## src/rtl/fwd_pkg.sv

```systemverilog
// Shared types and select-code encoding for the forwarding / load-use hazard unit.
package fwd_pkg;

  localparam int unsigned SB_RW_W     = 8;
  localparam int unsigned SEL_SPECIAL = 0;

  typedef struct packed {
    logic               valid;
    logic [SB_RW_W-1:0] rw;
    logic               load;
  } sb_entry_t;

  function automatic int unsigned sel_regfile(input int unsigned depth);
    return depth + 1;
  endfunction

  function automatic int unsigned sel_width(input int unsigned depth);
    return $clog2(depth + 2);
  endfunction

endpackage

```

## src/rtl/fwd_match.sv

```systemverilog
// Priority encoder: youngest valid scoreboard entry whose destination equals src.
module fwd_match
  import fwd_pkg::*;
#(
  parameter int unsigned DEPTH  = 2,
  parameter int unsigned REG_AW = 5,
  parameter int unsigned SW     = 2
) (
  input  sb_entry_t [DEPTH-1:0] entries,
  input  logic [REG_AW-1:0]     src,
  output logic                  hit_c,
  output logic [SW-1:0]         k_c,
  output logic                  load_c
);

  // Scan oldest to youngest so the lowest position is the last one assigned.
  always_comb begin
    hit_c  = 1'b0;
    k_c    = '0;
    load_c = 1'b0;
    for (int i = int'(DEPTH) - 1; i >= 0; i--) begin
      if ((src != '0) && entries[i].valid && (entries[i].rw == SB_RW_W'(src))) begin
        hit_c  = 1'b1;
        k_c    = SW'(i + 1);
        load_c = entries[i].load;
      end
    end
  end

endmodule

```

## src/rtl/fwd_hazard_unit.sv

```systemverilog
// ID/EX forwarding select and load-use stall generator with a DEPTH-deep producer scoreboard.
// FWD_STORE_DATA_EN adds a forwarded store-data select instead of stalling stores on any hit.
module fwd_hazard_unit
  import fwd_pkg::*;
#(
  parameter  int unsigned DEPTH    = 2,
  parameter  int unsigned REG_AW   = 5,
  parameter  int unsigned LOAD_LAT = 2,
  localparam int unsigned SW       = sel_width(DEPTH)
) (
  input  logic              CLK,
  input  logic              Reset_L,
  input  logic              ID_Valid,
  input  logic [REG_AW-1:0] ID_Rs,
  input  logic [REG_AW-1:0] ID_Rt,
  input  logic [REG_AW-1:0] ID_Rw,
  input  logic              ID_RegWrite,
  input  logic              ID_MemRead,
  input  logic              ID_MemWrite,
  input  logic              UseShamt,
  input  logic              UseImmed,
  input  logic              Flush,
  output logic              Stall,
  output logic              EX_Valid,
  output logic [SW-1:0]     AluOpCtrlA,
  output logic [SW-1:0]     AluOpCtrlB
`ifdef FWD_STORE_DATA_EN
  ,
  output logic [SW-1:0]     StoreDataCtrl
`endif
);

  localparam logic [SW-1:0] SEL_RF = SW'(sel_regfile(DEPTH));
  localparam logic [SW-1:0] SEL_SP = SW'(SEL_SPECIAL);
  localparam logic [SW-1:0] LAT    = SW'(LOAD_LAT);

  sb_entry_t [DEPTH-1:0] sb_q, sb_d;
  logic                  ex_valid_q, ex_valid_d;
  logic [SW-1:0]         alu_a_q, alu_a_d, alu_b_q, alu_b_d;

  logic          a_hit, a_load, b_hit, b_load;
  logic [SW-1:0] a_k, b_k;
  logic          stall_a, stall_b, stall_s;
  logic          accept;

  fwd_match #(.DEPTH(DEPTH), .REG_AW(REG_AW), .SW(SW)) u_match_rs (
    .entries(sb_q), .src(ID_Rs), .hit_c(a_hit), .k_c(a_k), .load_c(a_load)
  );

  fwd_match #(.DEPTH(DEPTH), .REG_AW(REG_AW), .SW(SW)) u_match_rt (
    .entries(sb_q), .src(ID_Rt), .hit_c(b_hit), .k_c(b_k), .load_c(b_load)
  );

  assign stall_a = !UseShamt && a_hit && a_load && (a_k < LAT);
  assign stall_b = !UseImmed && b_hit && b_load && (b_k < LAT);

`ifdef FWD_STORE_DATA_EN
  logic          s_hit, s_load;
  logic [SW-1:0] s_k;
  logic [SW-1:0] sd_q, sd_d;

  fwd_match #(.DEPTH(DEPTH), .REG_AW(REG_AW), .SW(SW)) u_match_sd (
    .entries(sb_q), .src(ID_Rt), .hit_c(s_hit), .k_c(s_k), .load_c(s_load)
  );

  assign stall_s = ID_MemWrite && s_hit && s_load && (s_k < LAT);
`else
  // Without store-data forwarding the store must wait until its producer retires.
  assign stall_s = ID_MemWrite && b_hit;
`endif

  assign Stall  = ID_Valid && !Flush && (stall_a || stall_b || stall_s);
  assign accept = ID_Valid && !Stall && !Flush;

  // Scoreboard shift; a stalled or invalid ID slot enters as a bubble.
  always_comb begin
    sb_d = '0;
    if (!Flush) begin
      if (accept) begin
        sb_d[0].valid = ID_RegWrite && (ID_Rw != '0);
        sb_d[0].rw    = SB_RW_W'(ID_Rw);
        sb_d[0].load  = ID_MemRead;
      end
      for (int i = 1; i < int'(DEPTH); i++) begin
        sb_d[i] = sb_q[i-1];
      end
    end
  end

  always_comb begin
    ex_valid_d = 1'b0;
    alu_a_d    = SEL_RF;
    alu_b_d    = SEL_RF;
    if (accept) begin
      ex_valid_d = 1'b1;
      alu_a_d    = UseShamt ? SEL_SP : (a_hit ? a_k : SEL_RF);
      alu_b_d    = UseImmed ? SEL_SP : (b_hit ? b_k : SEL_RF);
    end
  end

`ifdef FWD_STORE_DATA_EN
  always_comb begin
    sd_d = SEL_RF;
    if (accept && ID_MemWrite && s_hit) begin
      sd_d = s_k;
    end
  end

  always_ff @(posedge CLK or negedge Reset_L) begin
    if (!Reset_L) begin
      sd_q <= SEL_RF;
    end else begin
      sd_q <= sd_d;
    end
  end

  assign StoreDataCtrl = sd_q;
`endif

  always_ff @(posedge CLK or negedge Reset_L) begin
    if (!Reset_L) begin
      sb_q       <= '0;
      ex_valid_q <= 1'b0;
      alu_a_q    <= SEL_RF;
      alu_b_q    <= SEL_RF;
    end else begin
      sb_q       <= sb_d;
      ex_valid_q <= ex_valid_d;
      alu_a_q    <= alu_a_d;
      alu_b_q    <= alu_b_d;
    end
  end

  assign EX_Valid   = ex_valid_q;
  assign AluOpCtrlA = alu_a_q;
  assign AluOpCtrlB = alu_b_q;

endmodule

```

## config.mk

```make
export PLATFORM = sky130hd
export DESIGN_NAME = fwd_hazard_unit
export DESIGN_NICKNAME = d
export VERILOG_FILES = /design/src/rtl/fwd_pkg.sv /design/src/rtl/fwd_match.sv /design/src/rtl/fwd_hazard_unit.sv
export SDC_FILE = /design/constraint.sdc
export NUM_CORES = 1
export LEC_CHECK = 0
export CAP_MARGIN = 30
export CORE_MARGIN = 4
export CORE_UTILIZATION = 43
export CTS_BUF_LIST = sky130_fd_sc_hd__clkbuf_4 sky130_fd_sc_hd__clkbuf_8 sky130_fd_sc_hd__clkbuf_16
export CTS_CLUSTER_SIZE = 28
export DETAILED_ROUTE_END_ITERATION = 7
export PLACE_DENSITY = 0.75
export RECOVER_POWER = 25
export SYNTH_ARGS = -nofsm -noshare
export SYNTH_HDL_FRONTEND = slang
export SYNTH_HIERARCHICAL = 1
export SYNTH_SLANG_ARGS = --single-unit
```

## constraint.sdc

```tcl
create_clock -name CLK -period 2.4 [get_ports CLK]
set_input_delay 0.6 -clock CLK [delete_from_list [all_inputs] [get_ports CLK]]
set_output_delay 0.6 -clock CLK [all_outputs]
set_load 0.02 [all_outputs]
```

==> results of run 1 <==
-- worst register-to-register path, delay by kind of cell (launching register included) --
| family | cells | cell delay, ps |
|---|---|---|
| and+or+nand+nor | 4 | 1120 |
| DFF | 1 | 440 |
| xor gates and xnor gates | 1 | 170 |
| AOI/OAI and AO/OA | 2 | 200 |
| buffers and inverters | 2 | 330 |
-- power groups by stage --
stage	Clock (W)	Sequential, W	Combinational, W
finish	0.000176	0.000342	0.000127
CTS	0.000180	0.000342	0.000126
global placement	0	0.000347	0.000124
global route	0.000197	0.000344	0.000138
floorplan	0	0.000350	0.0000463
detailed placement	0	0.000348	0.000127
-- layout make-up --
cell class / count / area [um^2]
Sequential cell: 19 / 480.5
Tap cell: 30 / 37.54
Timing Repair Buffer: 54 / 432.9
Fill cell: 196 / 778.2
Multi-Input combinational cell: 94 / 740.7
Clock buffer: 4 / 30.03
-- how the worst min path moves through the flow --
stage / to / depth (start not counted) / from
after CTS: sb_q[10] / 1 / sb_q[0]
after floorplan: EX_Valid / 0 / Reset_L
after detailed placement: sb_q[10] / 1 / sb_q[0]
final: sb_q[10] / 1 / sb_q[0]
after global routing: sb_q[10] / 1 / sb_q[0]
after global placement: sb_q[10] / 1 / sb_q[0]
-- timing repair --
| item | 4_1_cts | 5_1_grt |
|---|---|---|
| pin swaps | 17 | 11 |
| buffers inserted | 8 | 3 |
| gates resized for setup | 53 | 9 |
| endpoints found under the setup margin | 13 | 8 |
-- flip-flops by register name, indices dropped and copies added, names as in the netlist --
signal      count
AluOpCtrlA      2
sb_q           14
EX_Valid        1
AluOpCtrlB      2
-- cell usage after synthesis, drive strengths merged --
master,n,area share
and2,7,0.046
and2b,8,0.061
and3,2,0.020
and4bb,2,0.022
buf,1,0.010
conb,1,0.0033
dfrtp,15,0.33
dfstp,4,0.093
nand2,2,0.0067
nand2b,7,0.046
nand3,2,0.0089
nand4,4,0.022
nor2,5,0.017
nor2b,3,0.017
nor3,3,0.013
nor4,9,0.085
o21ai,6,0.027
o311a,1,0.0089
or3,1,0.0056
xor2,20,0.16
-- routing by layer --
layer | up-vias | wire, um | global-route usage
met3 | 6 | 124 | 0.03704
li1 | 485 | - | -
met5 | - | 0 | 0
met1 | 480 | 1119 | 0.2085
met2 | 20 | 1596 | 0.3292
met4 | 0 | 36 | 0.06149
-- through the flow --
step | power [W] | cells
after floorplan | 0.0003964 | 114
after global placement | 0.0004712 | 186
after detailed placement | 0.0004750 | 186
after CTS | 0.0006486 | 198
after global routing | 0.0006781 | 201
final | 0.0006449 | 201
-- cells by family after synthesis --
kind of cell	Yosys count	synth area share
other	1	0.003326
AND/OR/NAND/NOR	55	0.3696
XOR/XNOR	20	0.1554
flip-flops	19	0.4262
AO/OA/AOI/OAI	7	0.03552
buffers and inverters	1	0.009988
==> flow_results.org, run 1 <==
** Cells and area
- Of the cells placed in the final design, the portion with a size suffix greater than 1 is 0.4561.
- The final layout contains ~200 nets.
- Once layout is complete, the utilization of the core stands at 0.6887.
- After routing the design area is 1722 um^2.
- The library cell used most frequently in the layout, excluding fill and tap cells, is sky130_fd_sc_hd__buf_4.
- Most used cells in the layout excluding fill and tap cells :: sky130_fd_sc_hd__buf_4, sky130_fd_sc_hd__xor2_1, sky130_fd_sc_hd__clkdlybuf4s50_1
- The number of antenna diodes in the final layout is 0.
- Compared with the post-synthesis result, the final layout area differs by 52.72%.

** Setup path
- Data arrives at the worst endpoint at between 2000 and 2500 ps.
- Among all stages on the critical path, the largest delay is contributed by sky130_fd_sc_hd__nor4_1.
- Reg-to-reg startpoint :: sb_q[4]
- The critical path is of the in2out type.
- Cell repeated most along the worst path :: sky130_fd_sc_hd__nor2_2
- The worst setup path is launched from an input pin.
- The critical path goes through buf_2 -> xor2_1 -> nor4_1 -> buf_4 -> nand3_1 -> nor2_2 -> and4bb_2 -> nor3_2 -> nor2_2 -> buf_6.
- Worst Path Max Fanout :: 3
- For the worst setup path, the data required time is 1800 ps.
- For this run, the slowest stage of the critical path takes between 200 and 300 ps.
- Endpoint of the most critical setup path :: Stall
- Counting cells, the worst reg-to-reg path comes to 9.
- Worst setup startpoint :: ID_Rs[3]
- R2r setup slk :: 80 ps
- Among cell families on the critical path, the largest total delay comes from simple AND/OR/NAND/NOR gates.
- Number of gates on the worst path with buffers counted :: 10
- Crit path buf inv count :: 3
- The endpoint identified for the worst register-to-register timing path is sb_q[9].
- Element type at the critical path end :: output port

** Timing
- Number of max-slew violations in the final report :: 0
- Final setup slack of the worst path :: -399.2 ps
- Measured against its own limit, the worst slew margin works out to 0.3110.
- The total count of hold-check failures in the final report came to 0.
- Setup repair after global routing could not meet its margin everywhere.
- Setup violations remaining at the end of the flow were counted as 1.
- Setup total negative slack on the finished layout was measured at -399.2 ps.
- Dividing the final minimum period by the clock period gives 1.166.
- Final hold analysis gives a worst-case slack of roughly 600 ps.
- Clock Skew :: approximately 1.9 ps
- Subtracting the final worst setup slack from the clock period gives ~2800 ps.
- Timing would allow up to about 0.36 GHz.
- For the pin with the worst max-slew slack, the measured transition is 1033 ps.

** GRT
- Global routing finished with a remaining overflow of 0.
- The number of global-route vias before repair was 1042.
- Across every metal layer, demand over resource in global routing totals 0.1813.
- The first global-routing pass estimated 4.650 mm of wire.
- Largest net degree at the start of global routing :: 20
- Number of antenna violations at the first check in global routing :: 0

** Floorplanning
- The die covers between 3000 and 4000 um^2.
- The initialized floorplan defines 18 standard-cell rows.
- Count of pins on the block boundary :: 30
- Placeable core region :: 2500 um^2
- Height of the chip :: 59.20 um
- Chip width :: 59.20 um
- Starting density of the core :: 0.4510

** Power and ir drop
- Of the total power, the share spent switching nets is 0.2596.
- Cell-internal power :: between 0.0004 and 0.0005 W
- Part of the total power dissipated in the clock network :: 0.273
- The worst-case IR drop observed on VDD is between 400 and 500 uV.
- Net switching power :: ~0.00017 W
- In this run the power density over the cells is ~370 nW/um^2.
- Combinational group share of total power :: 0.197
- Part of the total power dissipated in sequential elements :: 0.531
- In this run the static leakage power is 0.8258 nW.

** Clocking
- Worst-path clk slew :: around 110 ps
- The tree built by TritonCTS fans out to 19 sinks.
- In this run, post-CTS hold repair placed 0 buffers.
- Clock Path Buffers :: 2
- In this run the number of H-tree levels came out at 1.
- TritonCTS built the clock tree.
- The cell sitting at the root of the clock tree is a sky130_fd_sc_hd__clkbuf_4.
- Total CTS buffers :: 3
- The clock reaches the later pin of the worst-skew pair after around 290 ps.

** Place
- DP Wirelength :: roughly 2.1 mm
- In this run the tool buffered the top-level ports with 29 buffer cells.
- Cell area reported after detailed placement :: around 1600 um^2
- Worst slack, placed :: -1252 ps
- The congestion estimate from routability-driven global placement came to 0.8385.

** Job
- Total of max-cap violations :: 0

** Detailed routing
- Detailed routing inserted a total of a little under 1000 vias.
- Remaining antenna violation count after routing :: 0
- The pre-antenna-repair detailed-routing pass consisted of 4 iterations.
- Average detailed-routed wire length per instance :: ~14 um
- Initial DRC count :: 23
- DRC violations left :: 0
- Using the TritonRoute via totals, the vias-per-cell ratio works out to ~4.9.
- Routed wire length :: 2.878 mm

** Worst hold path
- Path type of the worst min-delay path :: reg2reg

** Run status
- Run status :: finished with violations
- Failing checks :: negative setup slack

** Logic synthesis
- Number of distinct standard cells referenced by the synthesized netlist :: 27
- Gate count after technology mapping :: roughly 100
- Mapped Area :: roughly 1100 um^2
- Register bit total from synthesis :: 19
- For this run, the number of Yosys warnings is 6.
- Sequential cell area fraction in the yosys report :: 0.4262
- A synthesized cell averages ~11 um^2.
Note: power is estimated with default switching activity, not from simulation.
==> inputs of run 2 (changes only) <==
--- a/config.mk
+++ b/config.mk
@@ -7,10 +7,12 @@
 export LEC_CHECK = 0
 export CAP_MARGIN = 30
+export CELL_PAD_IN_SITES_DETAIL_PLACEMENT = 0
+export CELL_PAD_IN_SITES_GLOBAL_PLACEMENT = 1
 export CORE_MARGIN = 4
-export CORE_UTILIZATION = 43
+export CORE_UTILIZATION = 33
 export CTS_BUF_LIST = sky130_fd_sc_hd__clkbuf_4 sky130_fd_sc_hd__clkbuf_8 sky130_fd_sc_hd__clkbuf_16
 export CTS_CLUSTER_SIZE = 28
 export DETAILED_ROUTE_END_ITERATION = 7
-export PLACE_DENSITY = 0.75
+export PLACE_DENSITY_LB_ADDON = 0.1
 export RECOVER_POWER = 25
 export SYNTH_ARGS = -nofsm -noshare
==> constraint.sdc (replaced) <==
create_clock -name CLK -period 2.4 [get_ports CLK]
set_input_delay 0.48 -clock CLK [delete_from_list [all_inputs] [get_ports CLK]]
set_output_delay 0.48 -clock CLK [all_outputs]
set_load 0.02 [all_outputs]
==> run 2 against run 1 <==
Power rose by 0.61%. The flow still finishes with violations (negative setup slack). Final area rose by 1.0%. Hold slack got worse by 34 ps.
==> flow_results.org, run 2 (same netlist as run 1, synthesis figures left out) <==
** Cells and area
- Most used cells in the layout excluding fill and tap cells :: sky130_fd_sc_hd__buf_4, sky130_fd_sc_hd__xor2_1, sky130_fd_sc_hd__clkdlybuf4s50_1
- Core occupancy in the finished layout :: 0.5516 (-0.1371)
- The flip-flop count of the largest register after layout came to 14 (unchanged).
- The final net count came to 194 (-1.0%).
- Number of cells in the finished layout apart from fillers :: 213 (+6.0%)
- Reg with most FFs :: sb_q
- From synthesis to final layout, the design area changed by 54.27%.
- Fraction of final layout cells with drive strength greater than 1 :: 0.3669 (-0.08928)
- Most frequent standard cell in the layout excluding fill and tap cells :: sky130_fd_sc_hd__buf_4
- Antenna fix cells :: 0 (unchanged)

** Clocking
- The sink count of the clock tree is 19 (unchanged).
- The CTS H-tree depth was 1 (unchanged).
- Total CTS buffers :: 3 (unchanged)
- The post-CTS clock slew at the launch and capture registers of the worst setup and hold paths is 110 ps (about the same).
- Skew-Pair Late Insertion Delay :: 300 ps (about the same)
- TritonCTS clock tree :: done
- Root Buffer Master :: sky130_fd_sc_hd__clkbuf_4
- The number of buffers on the longest clock path came to 2 (unchanged).

** Detailed routing
- Initial DRC count :: 8 (-65%)
- Average detailed-routed wire length per instance :: 12.81 um (-11%)
- The number of remaining DRC errors is 0 (unchanged).
- Via count normalized by instance count :: 4.441 (-9.9%)
- The total wire length after detailed routing was 2.728 mm (-5.2%).
- The number of vias after detailed routing is 946 (-4.5%).
- 1st-pass router iterations :: 3 (-1)
- Remaining antenna violation count after routing :: 0 (unchanged)

** GRT
- The remaining global-route overflow came to 0 (unchanged).
- Overall routing resource usage :: 0.1372 (-0.04405)
- Vias in the first global route :: 1036 (-0.58%)
- First-pass GRT wire length :: 4.485 mm (-3.5%)
- The largest net degree at the start of global routing is 20 (unchanged).
- Number of antenna violations at the first check in global routing :: 0 (unchanged)

** Run status
- The run finished, with violations left.
- The final reports fail on negative setup slack.

** Place
- Worst slack, placed :: -970.4 ps (+281.4 ps)
- Weighted congestion reported at the end of routability-driven placement :: 0.8320 (-0.78%)
- # port buffers :: 29 (unchanged)
- The placed instance count was 201 (+8.1%).

** Timing
- Number of max-slew violations in the final report :: 0 (unchanged)
- The minimum clock period after layout is 2680 ps (-119.1 ps).
- Aggregate negative setup slack :: -280.2 ps (+119.1 ps)
- Max frequency :: 0.3731 GHz (+4.4%)
- The clock skew came to 1.028 ps (-0.8868 ps).
- Post-route clock period utilization :: 1.117 (-0.04961)
- Final setup slack of the worst path :: -280.2 ps (+119.1 ps)
- The setup violation total in the final timing report is 1 (unchanged).
- Transition at the pin with the smallest max-transition slack :: 1037 ps (+3.291 ps)
- The worst hold slack across all endpoints came to 557.9 ps (-33.54 ps).
- Setup repair after global routing could not meet its margin everywhere.
- The total count of hold-check failures in the final report is 0 (unchanged).
- Rel. slew slack :: 0.3088 (-0.002194)

** Floorplanning
- Die area :: 4415 um^2 (+26%)
- Placeable core region :: 3153 um^2 (+26%)
- The starting density of the core was 0.3575 (-0.09341).
- The top-level I/O count came to 30 (unchanged).
- The cell row count was 20 (+2).
- The die width was 66.45 um (+12%).
- Height of the chip :: 66.45 um (+12%)

** Power and ir drop
- Leakage power of the design :: 0.8218 nW (-0.49%)
- The ratio of total power to cell area was 373.1 nW/um^2 (-0.40%).
- Worst ir drop on vdd :: 296.2 uV (-31%)

** Setup path
- Type of origin of the critical path :: input pin
- Worst Path Max Fanout :: 3 (unchanged)
- Element type at the critical path end :: output port
- Kind of critical path :: in2out
- The data arrival at the endpoint of the critical path is 2200 ps (about the same).
- CP required :: 1920 ps (+120 ps)

** Worst hold path
- Path type of the worst min-delay path :: reg2reg

** Job
- Total of max-cap violations :: 0 (unchanged)
-- run 2: cell types whose count changed in the layout (fill, tap and decap cells not counted), moves of 2 or more --
| cell | before | now |
|---|---|---|
| sky130_fd_sc_hd__buf_2 | 10 | 0 |
| sky130_fd_sc_hd__buf_6 | 3 | 0 |
| sky130_fd_sc_hd__clkdlybuf4s15_1 | 0 | 2 |
| sky130_fd_sc_hd__dlygate4sd2_1 | 0 | 7 |
| sky130_fd_sc_hd__nor2_1 | 2 | 4 |
| sky130_fd_sc_hd__nor2_2 | 3 | 1 |
| sky130_fd_sc_hd__o21ai_1 | 0 | 2 |
| sky130_fd_sc_hd__o21ai_2 | 2 | 0 |
-- run 2: worst max-delay path, cell delays in order --
cell	delay, ps
sky130_fd_sc_hd__dlygate4sd2_1	270
sky130_fd_sc_hd__xor2_1	180
sky130_fd_sc_hd__nor4_2	320
sky130_fd_sc_hd__buf_4	160
sky130_fd_sc_hd__nand4_1	100
sky130_fd_sc_hd__o21ai_1	120
sky130_fd_sc_hd__and4bb_2	270
sky130_fd_sc_hd__nor3_2	40
sky130_fd_sc_hd__nor2_1	100
sky130_fd_sc_hd__buf_4	150
-- run 2: per-stage QoR --
stage | cell area (um^2) | total power, W
after CTS | 1682 | 0.0006550
after global placement | 1615 | 0.0004734
after floorplan | 1169 | 0.0003962
after global routing | 1739 | 0.0006799
final | 1739 | 0.0006489
after detailed placement | 1615 | 0.0004776
-- run 2: where the power goes --
| part | internal [W] | switching (W) |
|---|---|---|
| Clock | 0.0000761 | 0.0000998 |
| Combinational | 0.0000711 | 0.0000601 |
| Sequential | 0.000333 | 0.00000883 |
-- run 2: repair_timing --
item,4_1_cts,5_1_grt
setup endpoints to repair,13,8
buffers inserted,4,4
gates resized for setup,19,9
pin swaps,8,12
hold buffers,0,0
-- run 2: area by class of cell --
type	instances	area, um^2
multi-input combinational	94	730.7
tap	44	55.05
timing repair buffer	52	442.9
sequential	19	480.5
clock buffer	4	30.03
fill	311	1414
-- run 2: worst paths after layout --
check,endpoint,slack (ps),depth (start not counted),start
worst max-delay path,Stall,-280,10,ID_Rs[1]
worst min-delay path,sb_q[19],560,1,sb_q[9]
worst max register to register,sb_q[9],170,9,sb_q[2]
worst min register to register,sb_q[19],560,1,sb_q[9]
max in group asynchronous,sb_q[12],920,2,Reset_L
min in group asynchronous,sb_q[13],860,2,Reset_L
-- run 2: layer usage --
| metal | GRT usage | up-vias | part of all wire |
|---|---|---|---|
| met5 | 0 | - | 0 |
| met4 | 0.04569 | 0 | 0.016 |
| met3 | 0.03061 | 6 | 0.037 |
| met2 | 0.2677 | 20 | 0.57 |
| met1 | 0.1408 | 445 | 0.38 |
| li1 | - | 475 | - |
==> inputs of run 3 (changes only) <==
CORE_UTILIZATION = 34   (was 33)
SYNTH_HIERARCHICAL = default   (was 1)
clock period = 2.8 ns   (was 2.4 ns; I/O delays follow)
==> run 3 against run 2 <==
The run now ends clean. Non-clock buffer count shrank 13. Synthesized area shrank 16%. Final cell count shrank 27%. Power shrank 17%. Synthesized cell count shrank 19%. Clock power shrank 9%. Clock skew grew 1.7 ps. Via count shrank 18%. Critical endpoint unchanged.
==> flow_results.org, run 3 <==
** Run status
- The run finished with clean final reports.

** Clocking
- Clock Path Buffers :: 2 (unchanged)
- Total CTS buffers :: 3 (unchanged)
- Skew-Pair Late Insertion Delay :: 300 ps (about the same)
- Worst-path clk slew :: 100 ps (about the same)
- Deepest level of the CTS H-tree :: 1 (unchanged)
- In this run the clock root is driven by a sky130_fd_sc_hd__clkbuf_4.
- TritonCTS clock tree :: done
- Sinks on the clock net :: 18 (-1)

** Place
- Weighted congestion reported at the end of routability-driven placement :: 0.8929 (+7.3%)
- # port buffers :: 29 (unchanged)
- DP Wirelength :: 1.860 mm
- Dpl cells :: 151 (-25%)
- The cell area after placement was 1343 um^2 (-17%).

** Detailed routing
- The number of remaining DRC errors came to 0 (unchanged).
- The total wire length after detailed routing was 2.349 mm (-14%).
- The average via count per standard cell is 4.974 (+12%).
- The number of vias after detailed routing came to 771 (-18%).
- The number of routed nets with antenna violations was 0 (unchanged).
- The first-iteration detailed-routing DRC count was 9 (+1).
- 1st-pass router iterations :: 4 (+1)
- The detail-routed net length per standard cell was 15.15 um (+18%).

** Cells and area
- Fraction of final layout cells with drive strength greater than 1 :: 0.2160 (-0.1509)
- The antenna diode count came to 0 (unchanged).
- Reg with most FFs :: sb_q
- Fillers :: 246 (-21%)
- The non-filler instance count after layout was 155 (-27%).
- Nets@finish :: 150 (-23%)
- The flip-flop count of the largest register after layout is 13 (-1).
- The area growth from synthesis to layout is 46.45%.
- Most used cells in the layout excluding fill and tap cells :: sky130_fd_sc_hd__clkdlybuf4s50_1, sky130_fd_sc_hd__dfrtp_1, sky130_fd_sc_hd__xnor2_1
- The summed area of non-filler cells in the final layout came to 1393 um^2 (-20%).
- Most frequent standard cell in the layout excluding fill and tap cells :: sky130_fd_sc_hd__clkdlybuf4s50_1

** GRT
- Overall routing resource usage :: 0.1418 (+0.004557)
- The remaining global-route overflow came to 0 (unchanged).
- The initial antenna violation count was 0 (unchanged).
- Largest net degree at the start of global routing :: 19 (-5.0%)
- Vias in the first global route :: 750 (-28%)
- First-pass GRT wire length :: 3.677 mm (-18%)

** Job
- The number of max-cap violations is 0 (unchanged).

** Setup path
- Type of origin of the critical path :: input pin
- CP required :: 2240 ps (+320 ps)
- Element type at the critical path end :: output port
- The data arrival at the endpoint of the critical path is 2130 ps (-70 ps).
- Worst Path Max Fanout :: 3 (unchanged)
- The setup path with the least slack is of type in2out.

** Floorplanning
- The starting density of the core was 0.3704 (+0.01283).
- FP Rows :: 18 (-10%)
- Height of the chip :: 60.89 um (-8.4%)
- The placeable core region came to 2567 um^2 (-19%).
- The top-level I/O count is 30 (unchanged).
- The die width is 60.89 um (-8.4%).
- The floorplan die area came to 3707 um^2 (-16%).

** Timing
- The worst path in the final design needs a cycle of around 2700 ps, including I/O delays and setup.
- The relative max-transition margin is 0.4313 (+0.1225).
- Final setup violation count :: 0 (-1)
- The transition time at the pin with the least slew margin is 850.2 ps (-186.5 ps).
- Setup repair after global routing left no endpoint under its margin.
- The clock skew came to 2.733 ps (+1.705 ps).
- Timing would allow up to around 0.37 GHz.
- The number of pins with negative max-slew slack in the final report is 0 (unchanged).
- Hold Fails Final Rpt :: 0 (unchanged)
- Dividing the final minimum period by the clock period gives 0.9607.

** Logic synthesis
- The count of mapped cells out of synthesis was 83 (-19%).
- The total number of yosys warnings came to 0 (-6).
- The number of register bits inferred by synthesis is 18 (-1).
- Number of distinct standard cells referenced by the synthesized netlist :: 26 (-3.7%)
- Sequential cell area fraction in the yosys report :: 0.4789 (+0.05275)
- Fraction of synthesized cell area taken by the top area cell type :: 0.3684 (+0.03546)
- After synthesis, the cell types taking the most area are sky130_fd_sc_hd__dfrtp_1, sky130_fd_sc_hd__xnor2_1, sky130_fd_sc_hd__dfstp_2.
- Summed over all instances, the cell type with the most area after synthesis is sky130_fd_sc_hd__dfrtp_1.
- Fraction of the mapped netlist area in simple logic gates :: 0.2145 (-0.1551)
- Post-synthesis share of cell area spent on full adders, half adders and majority gates :: 0 (unchanged)
- Number of enable-type register cells in the synthesized netlist :: 0 (unchanged)
- Synth Area in Compound Gates :: 0.1066 (+0.07106)
- Counting instances in the post-synthesis netlist gives the leading cell types as sky130_fd_sc_hd__dfrtp_1, sky130_fd_sc_hd__xnor2_1, sky130_fd_sc_hd__nor2b_1.
- Post-Synthesis Net Count :: 107
- Dominant combinational cell family by area after synthesis :: simple AND/OR/NAND/NOR gates
- Share of synthesized area spent on multiplexers :: 0 (unchanged)
- Ys async rst share :: 1.000 (unchanged)
- Most used flip-flop cell after synthesis :: sky130_fd_sc_hd__dfrtp_1
- The summed instance area of the synthesized netlist is 950.9 um^2 (-16%).
- Avg Inst Size Synth :: 11.46 um^2 (+4.7%)
- The xor/xnor cell area share of the yosys netlist was 0.1842 (+0.02883).

** Power and ir drop
- Power density of the placed cells :: 388.0 nW/um^2 (+4.0%)
- The worst vdd rail ir drop is 302.5 uV (+2.1%).
- Power, Total :: 0.0005404 W (-17%)
- Leakage power of the design :: 0.5950 nW (-28%)

** Worst hold path
- In this run the worst hold path is classified as reg2reg.
## run 3: cell types whose count changed in the layout (fill, tap and decap cells not counted), moves of 6 or more
cell,before,now
sky130_fd_sc_hd__xor2_1,19,6
sky130_fd_sc_hd__and2b_2,7,0
sky130_fd_sc_hd__and2_2,6,0
sky130_fd_sc_hd__and3_1,0,6
sky130_fd_sc_hd__conb_1,12,0
sky130_fd_sc_hd__xnor2_1,0,14
sky130_fd_sc_hd__buf_4,23,10
## run 3: final cells by class
cell class                      count  area, um^2  share of cell area
Clock buffer                        4       36.28             0.02606
Inverter                            1       3.754            0.002695
Multi-Input combinational cell     63       505.5              0.3630
Sequential cell                    18       455.4              0.3270
Tap cell                           30       37.54             0.02695
Timing Repair Buffer               39       354.1              0.2543
## run 3: routing by layer
layer,wire length (um),up-vias,GRT usage,part of all wire
met3,165,4,0.03617,0.070
li1,-,383,-,-
met2,1084,21,0.2305,0.46
met5,0,-,0,0
met1,1066,363,0.1842,0.45
met4,34,0,0.04644,0.014
## run 3: worst max-delay path, stage by stage
cell and delay (ps):
sky130_fd_sc_hd__dlygate4sd2_1 270, sky130_fd_sc_hd__or4_4 550, sky130_fd_sc_hd__o211ai_2 240, sky130_fd_sc_hd__nor4b_4 80, sky130_fd_sc_hd__o22ai_2 190, sky130_fd_sc_hd__a21oi_2 80, sky130_fd_sc_hd__buf_4 160
## run 3: where the power goes
part	leakage (nW)	switching [W]	internal (W)	total (W)
clock network	0.0210	0.0000820	0.0000793	0.000161
logic	0.342	0.0000427	0.0000576	0.000100
registers	0.232	0.00000811	0.000271	0.000279
total	0.595	0.000133	0.000408	0.000540
## run 3: timing repair
item | 4_1_cts | 5_1_grt
hold buffers | 0 | 0
setup endpoints to repair | 1 | 1
cloned | 0 | 0
buffers inserted | 0 | 0
gates resized for setup | 10 | 3
pin swaps | 3 | 2
## run 3: cells by family (layout without fill, tap and decap cells)
logic type      Yosys count  after routing
xor+xnor                 20             20
compound gates           11             11
simple gates             32             32
flops                    18             18
buf+inv                   2             44
## run 3: worst paths after layout
check                          from       end  slack (ps)  cells after the start
max                        ID_Rt[1]     Stall         110                      7
min                         sb_q[1]  sb_q[11]         590                      1
max reg2reg                 sb_q[5]   sb_q[4]         980                      6
min reg2reg                 sb_q[1]  sb_q[11]         590                      1
max in group asynchronous   Reset_L  sb_q[14]        1470                      1
min in group asynchronous   Reset_L  sb_q[11]         800                      1
## run 3: metrics by stage
stage | hold WS, ps | setup slack (ps) | util | setup TNS [ps]
global route | 607.3 | 33.59 | 0.5424 | 0
CTS | 591.5 | 74.81 | 0.5380 | 0
global placement | 564.7 | -482.3 | 0.5229 | -482.3
finish | 586.5 | 110.1 | 0.5424 | 0
detailed placement | 564.2 | -541.0 | 0.5229 | -541.0
floorplan | 264.4 | 358.3 | - | 0
